--- src/rtl/sensor_frame_rx.sv ---
// Assembles a 5-byte sensor response (id, status, data_hi, data_lo, xor checksum)
// after an arbiter request, with ID/checksum validation and a response timeout.
module sensor_frame_rx #(
  parameter int TIMEOUT_CYCLES = 500000,
  parameter int TO_WIDTH       = 20
) (
  input  logic        clock,
  input  logic        reset,
  input  logic        clock_en,
  input  logic        start,
  input  logic [7:0]  req_id,
  input  logic        rx_DV,
  input  logic [7:0]  rx_Byte,
  output logic        busy,
  output logic        done,
  output logic [31:0] result,
  output logic        err_timeout,
  output logic        err_checksum,
  output logic        err_id
);

  localparam logic [1:0] IDLE  = 2'd0;
  localparam logic [1:0] RECV  = 2'd1;
  localparam logic [1:0] CHECK = 2'd2;

  localparam logic [TO_WIDTH-1:0] TO_LIMIT = TO_WIDTH'(TIMEOUT_CYCLES);

  logic [1:0]          state_q, state_d;
  logic [2:0]          cnt_q, cnt_d;
  logic [TO_WIDTH-1:0] timer_q, timer_d, timer_inc;
  logic [7:0]          acc_q, acc_d;
  logic [7:0]          id_q, id_d;
  logic [3:0][7:0]     buf_q, buf_d;
  logic                busy_q, busy_d;
  logic                done_q, done_d;
  logic [31:0]         result_q, result_d;
  logic                eto_q, eto_d;
  logic                ecs_q, ecs_d;
  logic                eid_q, eid_d;

  assign timer_inc = timer_q + 1'b1;

  always_comb begin
    state_d  = state_q;
    cnt_d    = cnt_q;
    timer_d  = timer_q;
    acc_d    = acc_q;
    id_d     = id_q;
    buf_d    = buf_q;
    busy_d   = busy_q;
    done_d   = 1'b0;
    result_d = result_q;
    eto_d    = eto_q;
    ecs_d    = ecs_q;
    eid_d    = eid_q;
    case (state_q)
      IDLE: begin
        // Bytes arriving outside a window (including alongside start) are dropped.
        if (start) begin
          id_d    = req_id;
          cnt_d   = 3'd0;
          timer_d = '0;
          acc_d   = 8'h00;
          eto_d   = 1'b0;
          ecs_d   = 1'b0;
          eid_d   = 1'b0;
          busy_d  = 1'b1;
          state_d = RECV;
        end
      end
      RECV: begin
        if (rx_DV) begin
          if (cnt_q != 3'd4) buf_d[cnt_q[1:0]] = rx_Byte;
          acc_d   = acc_q ^ rx_Byte;
          cnt_d   = cnt_q + 3'd1;
          timer_d = '0;
          if (cnt_q == 3'd4) state_d = CHECK;
        end else begin
          timer_d = timer_inc;
          if (timer_inc == TO_LIMIT) begin
            done_d   = 1'b1;
            eto_d    = 1'b1;
            result_d = 32'h0;
            busy_d   = 1'b0;
            state_d  = IDLE;
          end
        end
      end
      CHECK: begin
        ecs_d    = (acc_q != 8'h00);
        eid_d    = (buf_q[0] != id_q);
        result_d = ((acc_q == 8'h00) && (buf_q[0] == id_q)) ?
                   {buf_q[0], buf_q[1], buf_q[2], buf_q[3]} : 32'h0;
        done_d   = 1'b1;
        busy_d   = 1'b0;
        state_d  = IDLE;
      end
      default: begin
        busy_d  = 1'b0;
        state_d = IDLE;
      end
    endcase
  end

  always_ff @(posedge clock or posedge reset) begin
    if (reset) begin
      state_q  <= IDLE;
      cnt_q    <= 3'd0;
      timer_q  <= '0;
      acc_q    <= 8'h00;
      id_q     <= 8'h00;
      buf_q    <= '0;
      busy_q   <= 1'b0;
      done_q   <= 1'b0;
      result_q <= 32'h0;
      eto_q    <= 1'b0;
      ecs_q    <= 1'b0;
      eid_q    <= 1'b0;
    end else if (clock_en) begin
      state_q  <= state_d;
      cnt_q    <= cnt_d;
      timer_q  <= timer_d;
      acc_q    <= acc_d;
      id_q     <= id_d;
      buf_q    <= buf_d;
      busy_q   <= busy_d;
      done_q   <= done_d;
      result_q <= result_d;
      eto_q    <= eto_d;
      ecs_q    <= ecs_d;
      eid_q    <= eid_d;
    end
  end

  assign busy         = busy_q;
  assign done         = done_q;
  assign result       = result_q;
  assign err_timeout  = eto_q;
  assign err_checksum = ecs_q;
  assign err_id       = eid_q;

endmodule

--- config.mk ---
export PLATFORM = sky130hd
export DESIGN_NAME = sensor_frame_rx
export DESIGN_NICKNAME = d
export VERILOG_FILES = /design/src/rtl/sensor_frame_rx.sv
export SDC_FILE = /design/constraint.sdc
export NUM_CORES = 1
export LEC_CHECK = 0
export CAP_MARGIN = 10
export CORE_MARGIN = 1.5
export CORE_UTILIZATION = 61
export DETAILED_ROUTE_END_ITERATION = 8
export PLACE_DENSITY_LB_ADDON = 0.25
export SETUP_SLACK_MARGIN = 0.05
export SLEW_MARGIN = 20
export SYNTH_ARGS = -nofsm -noshare
export SYNTH_HDL_FRONTEND = slang
export SYNTH_SLANG_ARGS = --single-unit
--- constraint.sdc ---
create_clock -name clock -period 7.3 [get_ports clock]
set_input_delay 1.825 -clock clock [delete_from_list [all_inputs] [get_ports clock]]
set_output_delay 1.825 -clock clock [all_outputs]
set_load 0.005 [all_outputs]
==> metrics.md <==
| Metric | Value |
|---|---|
| Synth Flop Type | `dfrtp_1` |
| Port bufs | `57` |
| Routed WL per cell | `19.0 µm` |
| Max FO, Critical Path | `32` |
| Post-cts resize count | `0` |
| Setup TNS | `0 ps` |
| Initial core utilization | `0.632` |
| EDFF count, synth | `0` |
| Worst setup margin | `2720 ps` |
| Antenna violations before repair | `0` |
| Via count | `around 4500` |
| Largest net degree at the start of global routing | `68` |
| #FFs+latches synth | `110` |
| Pwr per Cell Area | `273 mW/mm²` |
| Final-report max-slew violation count | `0` |
| Diode count | `0` |
| Drt total wl | `13000 µm` |
| FMAX | `0.219 GHz` |
| VDD IR max | `~0.2 mV` |
| Reg2Reg Depth | `6` |
| Vias in the first global route | `4284` |
| Clock skew | `slightly above 9 ps` |
| CTS tree | `done` |
| Hold Vio Cnt, Final | `0` |
| Sequential element share of the synthesized area | `0.497` |
| Die Footprint | `0.00966 mm²` |
| Pre-CTS setup slack | `around 2000 ps` |
| Critical Path AT | `just under 5000 ps` |
| Die Y | `98.3 µm` |
| Post-synth top area cell | `dfrtp_1` |
| Final setup vio count | `0` |
| Synth unique cells | `55` |
| Top cell type's share of synthesized area | `0.497` |
| Clock root buffer | `clkbuf_8` |
| Syn avg cell area | `just over 10 µm²` |
| Slew headroom | `0.223` |
| Hold-critical path depth | `1` |
| GR Util All Layers | `0.281` |
| DRC Markers | `0` |
| Startpoint types | `primary input` |
| Total grt overflow | `0` |
| First drt pass iteration count | `5` |
| Worst Setup End Kind | `flop` |
| Fin nets | `~600` |
| Register area | `0.00275 mm²` |
| Ys async rst share | `1.00` |
| Fin crit period | `approximately 4600 ps` |
| Fill count | `619` |
| Top cells by area, synth | `dfrtp_1, mux2_2, nand2_1` |
| Worst Path Required | `roughly 7500 ps` |
| LEAKAGE | `0.00267 µW` |
| Die X | `98.3 µm` |
| Drt via density | `6.58` |
| TritonCTS Buffers | `9` |
| Postcts setup bufs | `0` |
| # H-tree levels | `3` |
| Global-route wire length before repair | `21700 µm` |
| Measured slew at the worst slew-check pin | `between 1000 and 1500 ps` |
| Min-Delay Path Class | `flop to flop` |
| Cell Area, Synth | `approximately 0.0055 mm²` |
| Clock insertion delay at the later pin of the skew report | `390 ps` |
| Placer Congestion | `0.860` |
| Area of the multi-input gates | `0.00257 mm²` |
| Clock sinks | `110` |
| Most frequent cells in the layout | `dfrtp_1, clkdlybuf4s50_1, nand2_1` |
| Clock Path Buffers | `2` |
| Antenna Nets Post-Route | `0` |
| Final Cycle Share | `0.627` |
| Commonest non-fill, non-tap cell in the layout | `dfrtp_1` |
| Cell row count | `34` |
| Area Overhead vs Synth | `13.7%` |
| Core Box Area | `0.00876 mm²` |
| Unrepaired setup endpoints after global routing | `false` |
| Num ports | `58` |
| Clk pin slew, worst setup/hold paths | `around 110 ps` |
| Post-Synthesis Cells | `544` |
| Iteration-0 DRC Markers | `276` |
| Max Cap Viol | `0` |
| Syn_nets | `573` |
| Ys Warns | `0` |
| Layout cells sized above 1 | `0.116` |
| Status | `completed` |
| Setup CP Type | `primary input to flop` |
| DPL Wire Length | `about 8800 µm` |
| # hold bufs at CTS | `0` |
## layout make-up
class,count,share of cell area
Sequential cell,110,0.437
Tap cell,108,0.0214
Clock buffer,9,0.0197
Multi-Input combinational cell,383,0.407
Timing Repair Buffer,61,0.0953
Clock inverter,7,0.0141
Inverter,8,0.00516
## logic make-up (layout without fill, tap and decap cells)
group                    count (synthesis)  after routing  synth area share
AND/OR/NAND/NOR                        188            188             0.180
AO/OA/AOI/OAI                          130            130             0.156
flip-flops                             110            110             0.497
buffers and inverters                   51             85            0.0434
multiplexers                            36             36            0.0723
XOR/XNOR                                21             21            0.0332
adder cells (fa/ha/maj)                  8              8            0.0181
## critical path, stage by stage
cell,delay (ps)
clkdlybuf4s50_1,820
and2_1,780
nand2_1,820
o311ai_0,380
o21ai_0,170
## metrics by stage
step | std cells | power, µW | utilization | hold WS, ps | cell area [µm²]
6_report | 686 | 1720 | 0.719 | 509 | 6300
5_1_grt | 686 | 1810 | 0.719 | 517 | 6300
4_1_cts | 686 | 1720 | 0.719 | 515 | 6300
3_5_place_dp | 670 | 1350 | 0.694 | 489 | 6090
3_3_place_gp | 670 | 1310 | 0.694 | 483 | 6080
2_1_floorplan | 544 | 1200 | - | 452 | 5540
## sequential cells by signal (all words and copies together), names as in the netlist
register	count
buf_q	32
result	32
timer_q	20
acc_q	8
id_q	8
cnt_q	3
state_q	2
busy	1
done	1
err_checksum	1
err_id	1
err_timeout	1
## synthesized netlist by cell type (10+ instances only)
master and n:
dfrtp_1 110, nand2_1 55, o21ai_0 34, mux2_2 32, clkbuf_1 30, nor2_1 30
nand4_1 29, o21ai_1 26, nand3_1 24, and3_1 16, o311ai_0 16, o311ai_1 16
xor2_1 11, xnor2_1 10
## metal layers
layer | up-vias | share of wire | GRT usage
met1 | 2255 | 0.44 | 0.390
met2 | 151 | 0.48 | 0.447
met3 | 28 | 0.062 | 0.0673
met4 | 0 | 0.017 | 0.0791
li1 | 2079 | - | -
met5 | - | 0 | 0
## power by group
group,internal [µW],switching [µW]
sequential,749,107
clock,139,239
combinational,203,283
## worst paths after layout
path,start,endpoint,slack (ps)
worst min-delay path,timer_q[19],timer_q[19],510
worst max register to register,state_q[0],result[26],4120
min in group asynchronous,reset,result[13],1820
worst max-delay path,clock_en,result[26],2720
worst min register to register,timer_q[19],timer_q[19],510
max in group asynchronous,reset,buf_q[22],4230
Power figures use the tool's default switching activity.
